`src/rtl/led_flasher_pkg.sv`:
```
// Shared types and defaults for the LED flasher and its event queue.
package led_flasher_pkg;

    typedef enum logic [1:0] {
        ST_IDLE = 2'd0,
        ST_ON   = 2'd1,
        ST_OFF  = 2'd2
    } state_e;

    localparam int DEF_ON_TICKS  = 4;
    localparam int DEF_OFF_TICKS = 4;
    localparam int DEF_CNT_W     = 4;
    localparam int DEF_TMR_W     = 8;

endpackage

```
`src/rtl/sat_counter.sv`:
```
// Saturating up/down event counter with a sticky drop flag.
module sat_counter #(
    parameter int W = 4
) (
    input  logic         clk,
    input  logic         reset,
    input  logic         inc,
    input  logic         dec,
    output logic [W-1:0] count,
    output logic         sat_drop
);

    localparam logic [W-1:0] MAX = {W{1'b1}};

    logic [W-1:0] count_q, count_d;
    logic         drop_q, drop_d;

    always_comb begin
        count_d = count_q;
        drop_d  = drop_q;
        if (inc && !dec) begin
            if (count_q == MAX) drop_d = 1'b1;
            else count_d = count_q + 1'b1;
        end else if (dec && !inc && count_q != '0) begin
            count_d = count_q - 1'b1;
        end
    end

    always_ff @(posedge clk) begin
        if (reset) begin
            count_q <= '0;
            drop_q  <= 1'b0;
        end else begin
            count_q <= count_d;
            drop_q  <= drop_d;
        end
    end

    assign count    = count_q;
    assign sat_drop = drop_q;

endmodule

```
`src/rtl/led_flasher.sv`:
```
// Turns event pulses into tick-timed LED flashes, queueing overlaps.
module led_flasher
    import led_flasher_pkg::*;
#(
    parameter int ON_TICKS  = DEF_ON_TICKS,
    parameter int OFF_TICKS = DEF_OFF_TICKS,
    parameter int CNT_W     = DEF_CNT_W,
    parameter int TMR_W     = DEF_TMR_W
) (
    input  logic             clk,
    input  logic             reset,
    input  logic             tick,
    input  logic             pulse,
    output logic             led,
    output logic             busy,
    output logic [CNT_W-1:0] pending,
    output logic             overflow
);

    localparam logic [TMR_W-1:0] ON_LAST  = TMR_W'(ON_TICKS - 1);
    localparam logic [TMR_W-1:0] OFF_LAST = TMR_W'(OFF_TICKS - 1);

    state_e           state_q, state_d;
    logic [TMR_W-1:0] timer_q, timer_d;
    logic             start;
    logic             have_evt;

    sat_counter #(.W(CNT_W)) u_queue (
        .clk      (clk),
        .reset    (reset),
        .inc      (pulse),
        .dec      (start),
        .count    (pending),
        .sat_drop (overflow)
    );

    assign have_evt = (pending != '0);

    always_comb begin
        state_d = state_q;
        timer_d = timer_q;
        start   = 1'b0;
        unique case (state_q)
            ST_IDLE: begin
                if (have_evt) begin
                    start   = 1'b1;
                    state_d = ST_ON;
                    timer_d = '0;
                end
            end
            ST_ON: begin
                if (tick) begin
                    if (timer_q == ON_LAST) begin
                        state_d = ST_OFF;
                        timer_d = '0;
                    end else begin
                        timer_d = timer_q + 1'b1;
                    end
                end
            end
            ST_OFF: begin
                if (tick) begin
                    if (timer_q == OFF_LAST) begin
                        timer_d = '0;
                        // queued event chains straight into the next flash
                        if (have_evt) begin
                            start   = 1'b1;
                            state_d = ST_ON;
                        end else begin
                            state_d = ST_IDLE;
                        end
                    end else begin
                        timer_d = timer_q + 1'b1;
                    end
                end
            end
            default: begin
                state_d = ST_IDLE;
                timer_d = '0;
            end
        endcase
    end

    always_ff @(posedge clk) begin
        if (reset) begin
            state_q <= ST_IDLE;
            timer_q <= '0;
        end else begin
            state_q <= state_d;
            timer_q <= timer_d;
        end
    end

    assign led  = (state_q == ST_ON);
    assign busy = (state_q != ST_IDLE);

endmodule

```
`config.mk`:
```
export PLATFORM = sky130hd
export DESIGN_NAME = led_flasher
export DESIGN_NICKNAME = d
export VERILOG_FILES = /design/src/rtl/led_flasher_pkg.sv /design/src/rtl/sat_counter.sv /design/src/rtl/led_flasher.sv
export SDC_FILE = /design/constraint.sdc
export NUM_CORES = 1
export LEC_CHECK = 0
export CAP_MARGIN = 40
export CORE_MARGIN = 5
export CORE_UTILIZATION = 57
export CTS_BUF_LIST = sky130_fd_sc_hd__clkbuf_4 sky130_fd_sc_hd__clkbuf_8 sky130_fd_sc_hd__clkbuf_16
export CTS_CLUSTER_SIZE = 10
export DETAILED_ROUTE_END_ITERATION = 8
export PLACE_DENSITY_LB_ADDON = 0.08
export REMOVE_ABC_BUFFERS = 1
export SYNTH_ARGS = -nofsm -noshare
export SYNTH_HDL_FRONTEND = slang
export SYNTH_HIERARCHICAL = 1
export SYNTH_SLANG_ARGS = --single-unit
```
`constraint.sdc`:
```
create_clock -name clk -period 4.5 [get_ports clk]
set_input_delay 0.9 -clock clk [delete_from_list [all_inputs] [get_ports clk]]
set_output_delay 0.9 -clock clk [all_outputs]
set_load 0.02 [all_outputs]
```
==> summary.md, run 1 <==
| Metric | Value |
|---|---|
| Largest cells by area after synthesis | `dfxtp_1 (33%), ha_1 (9.5%), xnor2_1 (6.6%)` |
| Largest net degree at the start of global routing | `10` |
| Worst clock skew | `0.007805 ns` |
| Final ANT Viol Nets | `0` |
| Fin cells | `130` |
| Vias per cell | `6.000` |
| Area fraction in and, or, nand and nor cells after synthesis | `23.47%` |
| Pre-CTS setup slack | `1.035 ns` |
| Die Y | `50.22 um` |
| Cell count after synthesis | `100` |
| Hold buffer count at CTS | `0` |
| Final setup violation count | `0` |
| Final GP Congestion | `0.7746` |
| Clock sinks | `15` |
| Vias | `780` |
| Ant diodes | `0` |
| Row cnt | `14` |
| Peak supply drop | `0.4678 mV` |
| Seq/Total Area, Yosys | `32.56%` |
| Max-cap viol count | `0` |
| #FFs+latches synth | `15` |
| Remaining DRCs | `0` |
| Mapped Area | `922.1 um^2` |
| HPWL after DPL | `1.368 mm` |
| Crit-path max cell delay | `0.42 ns` |
| Post-synth EDFFs | `0` |
| Total global-route track usage | `15.53%` |
| Io pins | `11` |
| Ys flop type | `dfxtp_1` |
| CP cell instances | `clkdlybuf4s50_1 > and4bb_2 > and2_1 > a21oi_1 > nor2_1 > nand2b_1 > ha_1 > a21oi_1 > a211oi_1 > a31oi_1 > mux2_1` |
| Clock slew at reported path FFs | `0.10 ns` |
| Layout fillers | `121` |
| Status | `finished clean` |
| RSZ-0062 raised after global routing | `false` |
| Pwr Density | `602.3 nW/um^2` |
| Startpoint types | `primary input` |
| Worst setup EP type | `flip-flop` |
| Sum of negative setup slack | `0 ns` |
| Die width | `50.22 um` |
| Synth top area share | `32.56%` |
| Routed len/inst | `13.78 um` |
| Storage element area | `300.3 um^2` |
| Top cell type by total area after synthesis | `dfxtp_1` |
| CP max FO | `5` |
| Maximum clock frequency | `0.3158 GHz` |
| CTS tree | `yes` |
| # resized after CTS | `0` |
| Starting density of the core | `60.51%` |
| Setup slack, reg-to-reg | `1.75 ns` |
| CP Class | `in -> reg` |
| Port-buffer cells | `10` |
| Area taken by multi-input logic gates | `591.8 um^2` |
| H-tree Lvls | `1` |
| Mux contribution to synthesized area | `3.392%` |
| Hold/Removal Path Class | `reg -> reg` |
| Area growth, synth to finish | `16.01%` |
| Synth top cells by count | `dfxtp_1 (15), nor2_1 (15), inv_1 (8)` |
| Placeable Area | `1524 um^2` |
| Final hold slack | `0.4813 ns` |
| Most frequent CP cell | `a21oi_1` |
| Layout cell share with drive strength beyond 1 | `12.28%` |
| Distinct cells, synth | `34` |
| Async SR Flop Fraction | `0%` |
| Clock buffer depth | `2` |
| Final Critical Period | `3.166 ns` |
| CTS buffer count | `3` |
| Synth Area in Compound Gates | `19.00%` |
| Final worst slack | `1.334 ns` |
| First-pass GRT wire length | `3.063 mm` |
| Root Buffer | `clkbuf_4` |
| Slew @ Worst Pin | `0.5720 ns` |
| LEAKAGE | `0.0003841 uW` |
| Fin. Hold Viols | `0` |
| Initial antenna violation count | `0` |
| Worst path slowest cell | `clkdlybuf4s50_1` |
| Avg Cell Area, Syn | `9.221 um^2` |
| Yosys warning count | `6` |
| Routed wire length | `1.791 mm` |
| Overflow after GRT | `0` |
| Slew HR | `60.88%` |
| Post-CTS Setup Inserts | `0` |
| Dpl cells | `126` |
| Crit path DAT | `3.36 ns` |
| Clk_lat worst skew | `0.29 ns` |
| Vias in the first global route | `683` |
| CP Data Required Time | `4.69 ns` |
| Drt pass-1 iters | `4` |
| Adder-Cell Fraction of Synth Area | `11.67%` |
| Iter 0 DRT Violations | `13` |
| Tcrit/Tclk final | `70.36%` |
| Nets | `127` |
| CP bufs+invs | `1` |
| Largest family of logic cells by synthesized area | `simple AND/OR/NAND/NOR gates` |
| Post-Synth XOR/XNOR Area | `6.649%` |
| Die Footprint | `2522 um^2` |
| Slew Viols, Final | `0` |
| Crit path max-delay family | `simple AND/OR/NAND/NOR gates` |
## final timing paths
kind	endpoint	start	cells after the start
hold / removal	u_queue/sat_drop	u_queue/sat_drop	2
setup / recovery	u_queue/count[3]	tick	11
setup reg to reg	u_queue/count[3]	timer_q[3]	10
hold reg to reg	u_queue/sat_drop	u_queue/sat_drop	2
## worst reg2reg max path: cells and delay by family, from the launching register on
family | cells | cell delay [ns]
simple gates | 4 | 1.11
compound gates | 4 | 0.50
flops | 1 | 0.38
mux | 1 | 0.33
fa+ha+maj | 1 | 0.32
## per-layer routing
| metal | track usage [%] | share of wire [%] |
|---|---|---|
| met2 | 23.22 | 46 |
| met5 | 0 | 0 |
| met3 | 3.550 | 4.4 |
| met4 | 9.170 | 3.2 |
| met1 | 20.18 | 47 |
## power by group
group          switching, uW  total, uW  internal, uW
combinational            199        366           168
clock                   45.7       78.8          33.1
sequential              41.3        199           158
## area by class of cell
class                      count  area share (%)
timing repair buffer          10           9.357
sequential                    15           28.07
clock buffer                   3           2.105
tap                           16           1.871
multi-input combinational     77           55.32
clock inverter                 1          0.4678
inverter                       8           2.807
## cells in the final DEF, fill, tap and decap left out, drive strengths merged, types with 3 or more instances in the layout
cell type and n:
inv 8, ha 7, nor4 3, dfxtp 15
nand3 3, xnor2 7, a2111oi 3, clkbuf 3
nor2 15, clkdlybuf4s50 10, a21oi 8, a211oi 3
nand2 3
## cells by family (layout without fill, tap and decap cells)
kind of cell,count (synthesis),in the layout
fa+ha+maj,8,8
flops,15,15
simple gates,35,35
compound gates,24,24
xor+xnor,7,7
mux,3,3
buf+inv,8,22
## flip-flops by register name, indices dropped and copies added (netlist names)
name / count
u_queue/count: 4
timer_q: 8
u_queue/sat_drop: 1
state_q: 2
## per-stage QoR
stage                     power, uW  util [%]  area, um^2
final                         644.3     70.20        1070
after global routing          697.6     70.20        1070
after CTS                     647.5     70.20        1070
after detailed placement      566.8     68.39        1042
after global placement        556.5     68.39        1042
after floorplan               464.2         -       922.1
Power figures use the tool's default switching activity.
==> inputs of run 2 (changes only) <==
Settings changed: CORE_UTILIZATION 57 to 53.
Clock period 4.5 ns to 3.2 ns, I/O delays scaled along.
==> run 2 against run 1 <==
Against the previous run:
- non-clock buffer count increased by 1
- register-to-register slack worse by 1.2 ns
- hold slack improved by 0.0033 ns
- via count fell by 7.6%
- flip-flop and latch count is the same
- design area rose by 1.1%
==> summary.md, run 2 (synthesis gave the netlist of run 1 again) <==
| Metric | Value |
|---|---|
| Crit-path max cell delay | `0.41 ns (about the same)` |
| Clock slew at reported path FFs | `0.10 ns (about the same)` |
| Worst r2r dst | `u_queue/count[3]` |
| Vias per cell | `5.462 (-9.0%)` |
| GRT Max-Usage Layer | `met2` |
| Final setup violation count | `0 (unchanged)` |
| Final ANT Viol Nets | `0 (unchanged)` |
| Routed len/inst | `12.75 um (-7.5%)` |
| Starting density of the core | `54.59% (-5.9 points)` |
| Die Y | `51.71 um (+3.0%)` |
| CP Data Required Time | `3.39 ns (-1.30 ns)` |
| R2R Path Start | `timer_q[3]` |
| Hold endpoint | `u_queue/sat_drop` |
| CTS buffer count | `3 (unchanged)` |
| Peak supply drop | `0.5184 mV (+11%)` |
| Layout cell share with drive strength beyond 1 | `13.04% (+0.76 points)` |
| Root Buffer | `clkbuf_4` |
| Tcrit/Tclk final | `88.17%` |
| Pwr Density | `834.7 nW/um^2 (+39%)` |
| Grt met3 use | `5.444% (+1.9 points)` |
| Placed Area | `1051 um^2 (+0.84%)` |
| Die Footprint | `2674 um^2 (+6.0%)` |
| Crit path DAT | `3.01 ns (-0.35 ns)` |
| CP cell instances | `clkdlybuf4s50_1 > and4bb_2 > and2_1 > a21oi_1 > nor2_1 > nand2b_1 > ha_1 > a21oi_1 > a211oi_1 > a31oi_1 > mux2_1` |
| Slew Viols, Final | `0 (unchanged)` |
| Clk_lat worst skew | `0.29 ns (about the same)` |
| Remaining DRCs | `0 (unchanged)` |
| Maximum clock frequency | `0.3544 GHz` |
| Placeable Area | `1689 um^2 (+11%)` |
| Final GP Congestion | `0.8162 (+5.4%)` |
| Post-CTS Setup Inserts | `0 (unchanged)` |
| Most frequent CP cell | `a21oi_1` |
| First-pass GRT wire length | `3.167 mm (+3.4%)` |
| Port-buffer cells | `10 (unchanged)` |
| Startpoint types | `primary input` |
| Ant diodes | `0 (unchanged)` |
| Design Area, Final | `1081 um^2 (+1.1%)` |
| CP Class | `in -> reg` |
| Io pins | `11 (unchanged)` |
| Overflow after GRT | `0 (unchanged)` |
| Hold buffer count at CTS | `0 (unchanged)` |
| Slew @ Worst Pin | `0.5016 ns (-0.07041 ns)` |
| Worst setup EP type | `flip-flop` |
| Setup slack, reg-to-reg | `0.56 ns (-1.19 ns)` |
| Vias in the first global route | `740 (+8.3%)` |
| Power Total | `902.4 uW (+40%)` |
| # resized after CTS | `0 (unchanged)` |
| Hold Crit Start | `u_queue/sat_drop` |
| FF-to-FF path depth | `10 (unchanged)` |
| RSZ-0062 raised after global routing | `false` |
| Most flops, register | `timer_q` |
| Clock sinks | `15 (unchanged)` |
| Largest net degree at the start of global routing | `11 (+1)` |
| Drt pass-1 iters | `4 (unchanged)` |
| Die width | `51.71 um (+3.0%)` |
| Hold/Removal Path Class | `reg -> reg` |
| Status | `finished clean` |
| HPWL after DPL | `1.294 mm (-5.4%)` |
| Iter 0 DRT Violations | `3 (-10)` |
| Fin. Hold Viols | `0 (unchanged)` |
| Routed wire length | `1.683 mm (-6.0%)` |
| Nets | `128 (+0.79%)` |
| Max-cap viol count | `0 (unchanged)` |
| LEAKAGE | `0.0003849 uW (+0.20%)` |
| H-tree Lvls | `1 (unchanged)` |
| Vias | `721 (-7.6%)` |
| GRT met2 Usage | `25.42% (+2.2 points)` |
| Hold Path Stages | `2 (unchanged)` |
| Sum of negative setup slack | `0 ns (unchanged)` |
| Worst clock skew | `0.01090 ns (+0.003093 ns)` |
| Clock buffer depth | `2 (unchanged)` |
| Most frequent cells in the layout | `nor2_1 (15), dfxtp_1 (15), clkdlybuf4s50_1 (10)` |
| Initial antenna violation count | `0 (unchanged)` |
| Final hold slack | `0.4845 ns (+0.003259 ns)` |
| Final Critical Period | `2.821 ns` |
| CTS tree | `yes` |
| CP max FO | `4 (-1)` |
| Met1 Track Usage GR | `19.47% (-0.71 points)` |
| Max FFs per register | `8 (unchanged)` |
| Slew HR | `65.70% (+4.8 points)` |
| Row cnt | `15 (+1)` |
| Total global-route track usage | `15.58% (+0.050 points)` |
| Worst path slowest cell | `clkdlybuf4s50_1` |
| Area growth, synth to finish | `17.23%` |
## run 2: cell count changes in the layout (fill, tap and decap cells not counted), sizes merged
cell / change
buf: +1
clkinv: -1
clkinvlp: +1
## run 2: per-layer routing
layer / vias up / wire length, um
li1: 392 / -
met1: 319 / 868
met2: 8 / 741
met3: 2 / 58
met4: 0 / 14
met5: - / 0
## run 2: power breakdown
part | total, uW | internal, uW | switching (uW)
Combinational | 507 | 239 | 269
Clock | 114 | 47.5 | 66.4
Sequential | 281 | 222 | 59.1
Total | 902 | 508 | 394
## run 2: metrics by stage
stage,setup slack (ns),util (%),cells
after floorplan,0.5946,-,100
after global placement,0.1332,62.22,128
after detailed placement,0.08333,62.22,128
after CTS,0.4069,64.00,132
after global routing,0.2153,64.00,132
final,0.3787,64.00,132
## run 2: critical path: cells and delay by family
kind / cells / cell delay [ns]
AO/OA/AOI/OAI: 4 / 0.58
adder cells (fa/ha/maj): 1 / 0.35
buffers and inverters: 1 / 0.41
multiplexers: 1 / 0.33
AND/OR/NAND/NOR: 4 / 0.70
## run 2: how the worst max path moves through the flow
stage | start | end | slack, ns
6_report | tick | u_queue/count[3] | 0.38
5_1_grt | tick | u_queue/count[3] | 0.22
4_1_cts | tick | u_queue/count[3] | 0.41
3_5_place_dp | tick | u_queue/count[3] | 0.08
3_3_place_gp | tick | u_queue/count[3] | 0.13
2_1_floorplan | tick | u_queue/count[3] | 0.59
## run 2: cell type report
cell class / count / area [um^2]
fillers: 137 / 608.1
multi-input cells: 77 / 591.8
flip-flops and latches: 15 / 300.3
repair buffers: 11 / 107.6
inverters: 8 / 30.03
clock buffers: 3 / 22.52
well taps: 17 / 21.27
clock inverters: 1 / 7.507
==> inputs of run 3 (changes only) <==
Settings changed: CORE_UTILIZATION 53 to 50.
Clock period 3.2 ns to 2.79 ns, I/O delays scaled along.
==> run 3 against run 2 <==
Against the previous run:
- register-to-register slack got worse by 0.28 ns
- clock power rose by 17%
- clock skew is 0.0062 ns lower
- via count rose by 9.0%
- final cell count grew 9.1%
- hold slack got worse by 0.0042 ns
- utilization increased by 0.87 points
==> summary.md, run 3 (synthesis gave the netlist of run 1 again) <==
| Metric | Value |
|---|---|
| HPWL after DPL | `1.383 mm (+6.9%)` |
| Routed wire length | `1.878 mm (+12%)` |
| Fin. Hold Viols | `0 (unchanged)` |
| Final Critical Period | `2.683 ns` |
| Routed len/inst | `13.04 um (+2.3%)` |
| Clock sinks | `15 (unchanged)` |
| Vias | `786 (+9.0%)` |
| Peak supply drop | `0.6423 mV (+24%)` |
| Clock slew at reported path FFs | `0.09 ns (about the same)` |
| Hold Path Stages | `2 (unchanged)` |
| Final GP Congestion | `0.7873 (-3.5%)` |
| Startpoint types | `primary input` |
| Layout cell share with drive strength beyond 1 | `17.65% (+4.6 points)` |
| Io pins | `11 (unchanged)` |
| Port-buffer cells | `10 (unchanged)` |
| Row cnt | `15 (unchanged)` |
| CP max FO | `4 (unchanged)` |
| Most frequent cells in the layout | `nor2_1 (15), dfxtp_1 (15), clkdlybuf4s50_1 (10)` |
| Slew @ Worst Pin | `0.5398 ns (+0.03824 ns)` |
| CP Data Required Time | `2.96 ns (-0.43 ns)` |
| Root Buffer | `clkbuf_4` |
| Final ANT Viol Nets | `0 (unchanged)` |
| # resized after CTS | `0 (unchanged)` |
| Clk_lat worst skew | `0.28 ns (about the same)` |
| Die Footprint | `2803 um^2 (+4.8%)` |
| CP cell instances | `clkdlybuf4s50_1 > and4bb_2 > and2_1 > a21oi_1 > nor2_1 > nand2b_4 > ha_1 > a21oi_2 > a211oi_1 > a31oi_1 > mux2_1` |
| Hold buffer count at CTS | `0 (unchanged)` |
| Hold endpoint | `u_queue/sat_drop` |
| Max-cap viol count | `0 (unchanged)` |
| Worst clock skew | `0.004657 ns (-0.006241 ns)` |
| CTS tree | `yes` |
| Max FFs per register | `8 (unchanged)` |
| Die Y | `52.95 um (+2.4%)` |
| Placeable Area | `1745 um^2 (+3.3%)` |
| Power Total | `1113 uW (+23%)` |
| CP Class | `in -> reg` |
| Maximum clock frequency | `0.3727 GHz` |
| Setup slack, reg-to-reg | `0.28 ns (-0.28 ns)` |
| H-tree Lvls | `1 (unchanged)` |
| CP bufs+invs | `1 (unchanged)` |
| Pwr Density | `982.6 nW/um^2 (+18%)` |
| Vias per cell | `5.458 (about the same)` |
| Final setup violation count | `0 (unchanged)` |
| Total global-route track usage | `14.70% (-0.89 points)` |
| Crit-path max cell delay | `0.43 ns (+0.02 ns)` |
| Hold Crit Start | `u_queue/sat_drop` |
| Crit path DAT | `2.86 ns (-0.15 ns)` |
| Vias in the first global route | `690 (-6.8%)` |
| Slew Viols, Final | `0 (unchanged)` |
| Overflow after GRT | `0 (unchanged)` |
| Clock buffer depth | `2 (unchanged)` |
| Fin cells | `144 (+9.1%)` |
| FF-to-FF path depth | `10 (unchanged)` |
| Worst setup EP type | `flip-flop` |
| Area growth, synth to finish | `22.80%` |
| Die width | `52.95 um (+2.4%)` |
| Nets | `132 (+3.1%)` |
| Largest net degree at the start of global routing | `10 (-1)` |
| Ant diodes | `0 (unchanged)` |
| Tcrit/Tclk final | `96.17%` |
| Most flops, register | `timer_q` |
| Status | `finished clean` |
| Remaining DRCs | `0 (unchanged)` |
| Initial antenna violation count | `0 (unchanged)` |
| Starting density of the core | `52.83% (-1.8 points)` |
| Worst path slowest cell | `clkdlybuf4s50_1` |
| Drt pass-1 iters | `4 (unchanged)` |
| CTS buffer count | `3 (unchanged)` |
| Crit path max-delay family | `simple AND/OR/NAND/NOR gates` |
| Slew HR | `63.08% (-2.6 points)` |
| Dpl cells | `140 (+9.4%)` |
| Hold/Removal Path Class | `reg -> reg` |
| Iter 0 DRT Violations | `17 (+14)` |
| CP Depth | `11 (unchanged)` |
| Post-CTS Setup Inserts | `0 (unchanged)` |
| R2R Path Start | `timer_q[3]` |
| First-pass GRT wire length | `3.070 mm (-3.1%)` |
| LEAKAGE | `0.0004146 uW (+7.7%)` |
| Worst r2r dst | `u_queue/count[3]` |
[run 3: changes by cell type in the layout (fill, tap and decap cells not counted)]
cell        previous run  this run
buf_4                  1         5
clkinvlp_4             1         0
a21oi_2                1         2
a21oi_1                7         6
nand2b_4               0         1
nand2b_1               2         1
clkbuf_4               3         4
[run 3: layer usage]
layer | vias up | GRT usage [%] | share of wire (%)
met1 | 365 | 20.68 | 53
met5 | - | 0 | 0
met2 | 15 | 21.49 | 42
li1 | 402 | - | -
met4 | 0 | 6.383 | 1.3
met3 | 4 | 2.817 | 3.7
[run 3: stage by stage]
stage	TNS, ns	hold slack, ns	utilization, %	cell area [um^2]	setup slack [ns]
final	0	0.4803	64.87	1132	0.1068
after global routing	-0.01169	0.5379	64.87	1132	-0.01169
after CTS	0	0.4875	64.23	1121	0.06520
after detailed placement	-0.2066	0.4656	62.51	1091	-0.2066
after global placement	-0.1606	0.4481	62.51	1091	-0.1606
after floorplan	0	0.4554	-	922.1	0.2666
[run 3: worst reg2reg max path: stages, from the launching register on]
cell	delay, ns
dfxtp_1	0.36
nor4_1	0.44
and2_1	0.22
a21oi_1	0.07
nor2_1	0.13
nand2b_4	0.16
ha_1	0.27
a21oi_2	0.18
a211oi_1	0.09
a31oi_1	0.16
mux2_1	0.33
[run 3: worst max-delay path by stage]
stage / slack (ns) / start / to
after floorplan: 0.27 / tick / u_queue/count[3]
after global placement: -0.16 / tick / u_queue/count[3]
after detailed placement: -0.21 / tick / u_queue/count[3]
after CTS: 0.07 / tick / u_queue/count[3]
after global routing: -0.01 / tick / u_queue/count[3]
final: 0.11 / tick / u_queue/count[3]
[run 3: power by group]
group / internal, uW / switching, uW
combinational: 323 / 334
sequential: 255 / 67.9
clock: 65.1 / 68.0
total: 643 / 470
[run 3: layout make-up]
| type | instances | area, um^2 |
|---|---|---|
| inverter | 8 | 30.03 |
| tap | 25 | 31.28 |
| clock buffer | 4 | 30.03 |
| timing repair buffer | 15 | 137.6 |
| sequential | 15 | 300.3 |
| fill | 160 | 613.1 |
| multi-input combinational | 77 | 603.1 |
